`config.mk`:
```
export PLATFORM = sky130hd
export DESIGN_NAME = data_ram_write_arbiter
export DESIGN_NICKNAME = d
export VERILOG_FILES = /design/src/rtl/data_ram_write_arbiter.sv
export SDC_FILE = /design/constraint.sdc
export NUM_CORES = 1
export LEC_CHECK = 0
export ABC_AREA = 1
export CORE_AREA = 10 10 168 170
export DETAILED_ROUTE_END_ITERATION = 7
export DIE_AREA = 0 0 178 180
export PLACE_DENSITY = 0.68
export SLEW_MARGIN = 15
export SYNTH_ARGS = -nofsm -noshare
export SYNTH_HDL_FRONTEND = slang
export SYNTH_SLANG_ARGS = --single-unit
```
`constraint.sdc`:
```
create_clock -name Clock -period 2.1 [get_ports Clock]
set_input_delay 0.21 -clock Clock [delete_from_list [all_inputs] [get_ports Clock]]
set_output_delay 0.21 -clock Clock [all_outputs]
set_load 0.1 [all_outputs]
```
`src/rtl/data_ram_write_arbiter.sv`:
```
// Write-port arbiter for the shared data RAM. Three requesters are served in round-robin order.
// A granted requester can hold a burst lock on the port. The winning write goes into a
// registered stage that drives the RAM. Read-after-write hazards are flagged for both read ports.
module data_ram_write_arbiter #(
  parameter int unsigned DATA_ADDRESS_WIDTH = 8,
  parameter int unsigned DATA_ROW_WIDTH     = 96,
  parameter int unsigned NUM_REQ            = 3
) (
  input  logic                          Clock,
  input  logic                          Reset,
  input  logic [2:0]                    iReq,
  input  logic [2:0]                    iLock,
  input  logic [DATA_ADDRESS_WIDTH-1:0] iAddr0,
  input  logic [DATA_ADDRESS_WIDTH-1:0] iAddr1,
  input  logic [DATA_ADDRESS_WIDTH-1:0] iAddr2,
  input  logic [DATA_ROW_WIDTH-1:0]     iData0,
  input  logic [DATA_ROW_WIDTH-1:0]     iData1,
  input  logic [DATA_ROW_WIDTH-1:0]     iData2,
  output logic [2:0]                    oAck,
  output logic                          oRamWriteEnable,
  output logic [DATA_ADDRESS_WIDTH-1:0] oRamWriteAddress,
  output logic [DATA_ROW_WIDTH-1:0]     oRamDataIn,
  input  logic [DATA_ADDRESS_WIDTH-1:0] iReadAddress0,
  input  logic [DATA_ADDRESS_WIDTH-1:0] iReadAddress1,
  output logic                          oHazard0,
  output logic                          oHazard1,
  output logic                          oLocked,
  output logic [1:0]                    oOwner
);

  typedef enum logic [0:0] {StIdle, StLocked} state_e;

  state_e                        state_q, state_d;
  logic [1:0]                    ptr_q, ptr_d;
  logic [1:0]                    owner_q, owner_d;
  logic                          we_q;
  logic [DATA_ADDRESS_WIDTH-1:0] addr_q;
  logic [DATA_ROW_WIDTH-1:0]     data_q;

  logic                          transfer;
  logic [1:0]                    win_idx;
  logic [DATA_ADDRESS_WIDTH-1:0] win_addr;
  logic [DATA_ROW_WIDTH-1:0]     win_data;

  function automatic logic [2:0] onehot3(input logic [1:0] idx);
    case (idx)
      2'd0:    onehot3 = 3'b001;
      2'd1:    onehot3 = 3'b010;
      2'd2:    onehot3 = 3'b100;
      default: onehot3 = 3'b000;
    endcase
  endfunction

  function automatic logic [1:0] inc3(input logic [1:0] idx);
    inc3 = (idx == 2'd2) ? 2'd0 : idx + 2'd1;
  endfunction

  // Grant: owner only while locked, otherwise first requester searching from the pointer.
  always_comb begin
    logic [1:0] idx;
    oAck = 3'b000;
    idx  = ptr_q;
    if (Reset) begin
      if (state_q == StLocked) begin
        oAck = iReq & onehot3(owner_q);
      end else begin
        for (int k = 0; k < 3; k++) begin
          if (oAck == 3'b000) begin
            oAck = iReq & onehot3(idx);
          end
          idx = inc3(idx);
        end
      end
    end
  end

  // Decode the one-hot grant into the winner's index, address and data.
  always_comb begin
    transfer = |(iReq & oAck);
    win_idx  = 2'd0;
    win_addr = iAddr0;
    win_data = iData0;
    case (oAck)
      3'b010: begin
        win_idx  = 2'd1;
        win_addr = iAddr1;
        win_data = iData1;
      end
      3'b100: begin
        win_idx  = 2'd2;
        win_addr = iAddr2;
        win_data = iData2;
      end
      default: ;
    endcase
  end

  // Lock FSM and round-robin pointer next-state.
  always_comb begin
    state_d = state_q;
    ptr_d   = ptr_q;
    owner_d = owner_q;
    unique case (state_q)
      StIdle: begin
        if (transfer) begin
          ptr_d = inc3(win_idx);
          if (|(iLock & oAck)) begin
            state_d = StLocked;
            owner_d = win_idx;
          end
        end
      end
      StLocked: begin
        // Pointer stays frozen until the owner releases; release may coincide with a final write.
        if (!(|(iLock & onehot3(owner_q)))) begin
          state_d = StIdle;
          owner_d = 2'd3;
          ptr_d   = inc3(owner_q);
        end
      end
      default: begin
        state_d = StIdle;
        owner_d = 2'd3;
      end
    endcase
  end

  // Control state registers with synchronous active-low reset.
  always_ff @(posedge Clock) begin
    if (!Reset) begin
      state_q <= StIdle;
      ptr_q   <= 2'd0;
      owner_q <= 2'd3;
    end else begin
      state_q <= state_d;
      ptr_q   <= ptr_d;
      owner_q <= owner_d;
    end
  end

  // Registered write stage: capture the winner; address and data hold when idle.
  always_ff @(posedge Clock) begin
    if (!Reset) begin
      we_q   <= 1'b0;
      addr_q <= '0;
      data_q <= '0;
    end else begin
      we_q <= transfer;
      if (transfer) begin
        addr_q <= win_addr;
        data_q <= win_data;
      end
    end
  end

  // Outputs; hazards flag a read that would return pre-write data on the current write edge.
  always_comb begin
    oRamWriteEnable  = we_q;
    oRamWriteAddress = addr_q;
    oRamDataIn       = data_q;
    oLocked          = (state_q == StLocked);
    oOwner           = owner_q;
    oHazard0         = we_q & (iReadAddress0 == addr_q);
    oHazard1         = we_q & (iReadAddress1 == addr_q);
  end

endmodule

```
---- Word-level counts from Yosys, hierarchy flattened ----
Index checks and enable logic that the tools add are counted.
word-level totals
  flip-flop bits (word level) ............. 110
  bits of input ports ..................... 336
  word-level logic and storage cells ...... 87
operators by class
  add/sub/neg operators ................... 4
  equality and inequality tests ........... 16
  mux-type cells .......................... 40
  bitwise logic cells ..................... 10
  reductions and logical operators ........ 11
operators with widths
  cell                                                                   number
  96-bit one-hot mux with 2 select lines                                 1
  3-bit two-way mux                                                      18
  3-bit one-hot mux with 3 select lines                                  4
  3-bit AND                                                              7
  2-bit two-way mux                                                      9
  8-bit equality test                                                    2
  8-bit one-hot mux with 2 select lines                                  1
  2-bit one-hot mux with 2 select lines                                  3
  2-bit equality test, second input constant                             5
  3-bit OR reduction                                                     3
  2-bit by 1-bit adder with 2-bit output, second input constant          4
  2-bit by 1-bit equality test with 1-bit output, second input constant  4
  2-bit zero test                                                        4
  3-bit zero test                                                        2
  2-bit != test, second input constant                                   3
  3-bit by 2-bit equality test with 1-bit output, second input constant  1
  3-bit equality test, second input constant                             1
  1-bit two-way mux                                                      3
  3-bit AND reduction                                                    1
  1-bit AND                                                              2
  1-bit one-hot mux with 2 select lines                                  1
  2-bit AND reduction                                                    1
  1-bit NOT                                                              1

---- Longest topological paths before layout ----
  depth after elaboration ................. 29
  mapped depth ............................ 15
  depth with buffers taken out ............ 14

---- Least setup slack after synthesis ----
Ideal clock, no wire load.
  kind .................................... reg-to-output
  start point ............................. reg addr_q[2], in the netlist oRamWriteAddress[2]
  end point ............................... out oHazard1
  data arrival time ....................... 4390 ps
  required time ........................... 1890 ps
  slack ................................... -2500 ps
  stages on the path, launching flop included .. 5
  path buffers ............................ 0
  cells stage by stage .................... dfxtp_1 -> inv_1 -> a221oi_1 -> o2111ai_1 -> nor4_1
between the ends
  longest elaborated chain between the ends .. 2
RTL lines
  what                    line  text
  start, declared         37    logic [DATA_ADDRESS_WIDTH-1:0] addr_q;
  start signal, assigned  150   addr_q <= win_addr;
  8-bit equality test     164   oHazard1 = we_q & (iReadAddress1 == addr_q);
  1-bit AND               164
  end, declared           26    output logic oHazard1,
Every way passes these cells.

---- Final worst setup path ----
  start point ............................. reg ptr_q[1]
  end point ............................... out oAck[1]
between the ends
  longest elaborated chain between the ends .. 15
RTL lines
  what                                                                               line    text
  start, declared                                                                    34      logic [1:0] ptr_q, ptr_d;
  start signal, assigned                                                             136     ptr_q <= ptr_d;
  2-bit by 1-bit adder with 2-bit output (tied with other cells)                     55      inc3 = (idx == 2'd2) ? 2'd0 : idx + 2'd1;
  2-bit two-way mux / 3-bit one-hot mux with 3 select lines (equally long branches)  55, 46
  2-bit equality test (tied with other cells)                                        46, 55
  3-bit one-hot mux with 3 select lines / 3-bit two-way mux (equally long branches)  46, 63
  3-bit two-way mux / 3-bit AND (equally long branches)                              68, 69
  3-bit two-way mux                                                                  64      if (state_q == StLocked) begin
  3-bit two-way mux                                                                  63      if (Reset) begin
  3-bit AND / 3-bit zero test (equally long branches)                                69, 68
  3-bit two-way mux                                                                  68      if (oAck == 3'b000) begin
  3-bit two-way mux                                                                  64
  3-bit two-way mux                                                                  63
  3-bit zero test                                                                    68
  3-bit two-way mux (*)                                                              68
  3-bit two-way mux (*)                                                              64
  3-bit two-way mux (*)                                                              63
  end, declared                                                                      19      output logic [2:0] oAck,
Every way passes the cells marked *; elsewhere a longest branch is shown, timed or not. The select of a mux whose other input is x is not followed.

==> metrics list <==
- Total negative slack for setup checks: 0 ns
- The synthesized design contains 110 register bits.
- The count of buffers added on input and output ports is 448.
- H-tree levels: 3
- Synthesis produced a netlist with a net count of 1297.
- Final Instance Count excl. Fillers: 1749
- Power, Total: 21.41 mW
- Clock tree from TritonCTS: built
- Post-detail-place hpwl: 24390 um
- Across the run, the number of max-cap violations was 0.
- At the pin with the least slew margin, the transition time is 0.4872 ns.
* Via count of the first global-routing pass: 8059
* Result of the run: finished clean
- Highest attainable clock frequency: 0.4994 GHz
- The initial antenna violation count was 1.
* Final Net Count: 1750
- The worst setup path is of the register to output pin kind.
- Compared with the post-synthesis result, the final layout area differs by 84.82%.
- Setup repair after global routing missed its margin: true
- After layout, the worst path uses 95.35% of the clock period.
- Summing all multi-input logic gate instances after layout gives 3775 sq um.
* Post-synthesis cell type count: 33
- Syn_area_per_cell: 6.854 sq um
- Yosys printed 0 warnings.
- The first routing iteration left 401 violations.
- The worst hold path belongs to the class input pin to register.
* Wirelength, routed: 32290 um
- For the worst-skew pair, the clock arrives at the later sink with an insertion delay of 0.35 ns.
- I/O pin cnt: 449
* Endpoint class of the critical path: output pin
* Gate Count Post-Synth: 961
* Reg area: 2242 sq um
* Placed cells: 1708
- Pin count of the biggest net entering global routing: 105
- Clock tree buffer depth: 2
- In this run the static leakage power is 5.359 nW.
- The detail route stage leaves a number of antenna-violating nets equal to 0.
- Crit path required time: 1.89 ns
- Post-DR wirelength/cell: 18.46 um
* Starting Density: 26.46%
* Clk pin slew, worst setup/hold paths: 0.07 ns
- Hold repair after CTS inserted 0 buffers.
- Total grt overflow: 0
* Commonest non-fill, non-tap cell in the layout: sky130_fd_sc_hd__clkdlybuf4s50_1
- TritonRoute pass-1 iters: 4
* Final min period: 2.002 ns
- Share of the yosys chip area belonging to registers: 33.43%
* Count of fill cells added during filler insertion: 2461
- GRT Overall Usage: 18.33%
- For the worst setup path, the data arrival time is 1.79 ns.
- Count of unresolved DRC violations after routing: 0
- Along the worst path, the maximum fanout reaches 6.
- In the routed layout, each cell is associated on average with a via count of 4.581.
- In this run the tightest slew margin relative to its limit is 67.52%.
- Die area: 32040 sq um
- Floorplan core area: 24890 sq um
* Count of final max-slew check failures: 0
- The floorplan has 58 rows.
* Diodes inserted: 0
* Worst-case vdd ir drop: 867.3 uV
- The number of clock buffers added by TritonCTS is 9.
* Clk_skew: 0.01190 ns
* Share of final-layout standard cells stronger than drive strength 1: 24.10%
- Startpoint class of the critical path: register
- Wire length of the first global-routing pass: 46220 um
- Power per standard cell area: 1759 nW/um^2
- For this design, the sink count on the clock tree is 110.
- Clock tree synthesis selected as its root buffer the cell sky130_fd_sc_hd__clkbuf_16.
* Number of endpoints failing setup at the final stage: 0
- Cell Area, Synth: 6586 sq um
- Highest-count cells in the layout ignoring fill and taps: sky130_fd_sc_hd__clkdlybuf4s50_1 (332), sky130_fd_sc_hd__nand2_1 (331), sky130_fd_sc_hd__buf_4 (140)
* Die extent in x: 178 um
- RD Place Congestion: 0.9420
- Vert. Die Dim: 180 um
- The final hold violation count came to 0.
* Vias: 8012
-- cell type report --
cell class | count | share of cell area [%]
repair buffers | 510 | 42.58
multi-input cells | 725 | 31.01
flip-flops and latches | 110 | 18.42
well taps | 330 | 3.392
clock buffers | 12 | 2.189
inverters | 58 | 2.097
clock inverters | 4 | 0.3084
-- stage by stage --
step	setup slack [ns]	area (sq um)	utilization, %	hold slack [ns]
after CTS	-0.004518	11810	47.44	0.1321
after global routing	-0.03715	12170	48.90	0.1517
after global placement	-0.1977	11360	45.62	0.5021
final	0.09755	12170	48.90	0.1557
after floorplan	-0.2528	6656	-	0.3318
after detailed placement	-0.1980	11360	45.62	0.5036
-- cells by family (layout without fill, tap and decap cells) --
kind of cell              after synthesis  after routing  synth area share (%)
AOI/OAI and AO/OA                     331            331                 31.35
DFF                                   110            110                 33.43
buffers and inverters                 126            584                 10.62
xor gates and xnor gates                7              7                0.9309
and+or+nand+nor                       387            387                 23.67
-- flip-flops by register name, summed over array words and instances, names as in the netlist --
signal            count
oRamWriteEnable       1
oOwner                2
oRamDataIn           96
oRamWriteAddress      8
oLocked               1
ptr_q                 2
-- repair_timing --
| item | 4_1_cts | 5_1_grt |
|---|---|---|
| resized for setup | 10 | 28 |
| setup buffers | 7 | 10 |
| gates cloned | 2 | 6 |
| endpoints found under the setup margin | 3 | 67 |
| pin swaps | 2 | 9 |
-- worst max-delay path, stage by stage, from the launching register on --
cell,delay (ns)
sky130_fd_sc_hd__dfxtp_2,0.34
sky130_fd_sc_hd__buf_6,0.13
sky130_fd_sc_hd__nand2_4,0.05
sky130_fd_sc_hd__nor2_4,0.11
sky130_fd_sc_hd__nor2_1,0.04
sky130_fd_sc_hd__nand2_1,0.06
sky130_fd_sc_hd__nand3_2,0.09
sky130_fd_sc_hd__nand3_4,0.12
sky130_fd_sc_hd__clkinv_8,0.07
sky130_fd_sc_hd__buf_16,0.14
sky130_fd_sc_hd__buf_12,0.12
sky130_fd_sc_hd__buf_12,0.15
-- where the power goes --
| group | switching, mW | internal, mW | total (mW) |
|---|---|---|---|
| Sequential | 0.595 | 3.08 | 3.68 |
| Combinational | 11.3 | 4.62 | 16.0 |
| Clock | 0.854 | 0.923 | 1.78 |
| Total | 12.8 | 8.63 | 21.4 |
-- worst paths after layout --
kind	slack [ns]	from	endpoint	cells past startpoint
worst max-delay path	0.1	ptr_q[1]	oAck[1]	11
worst min-delay path	0.16	Reset	oOwner[1]	2
worst max register to register	0.11	ptr_q[1]	oOwner[0]	16
worst min register to register	0.53	oRamDataIn[12]	oRamDataIn[12]	2
-- metal layers --
layer / track usage [%] / share of wire [%] / routed length, um
met5: 0 / 0.040 / 13
met3: 5.637 / 8.6 / 2769
met4: 7.372 / 3.3 / 1067
met1: 20.62 / 39 / 12660
met2: 31.36 / 49 / 15780
-- Yosys cell counts (all sizes together) --
cell type  instances  area share (%)
buf               48             6.1
o21ai            109             8.3
clkbuf            20             1.2
o22ai              2            0.19
nor4               1           0.095
nor3               2            0.15
inv               58             3.4
nand4              5            0.47
o31ai              1            0.19
a221oi             2            0.27
nand2            341              20
xnor2              4            0.53
dfxtp            110              33
xor2               3            0.40
nor2              13            0.85
o2111ai            2            0.27
a21oi            215              22
nand3             25             2.4
(Power assumes the default switching activity.)
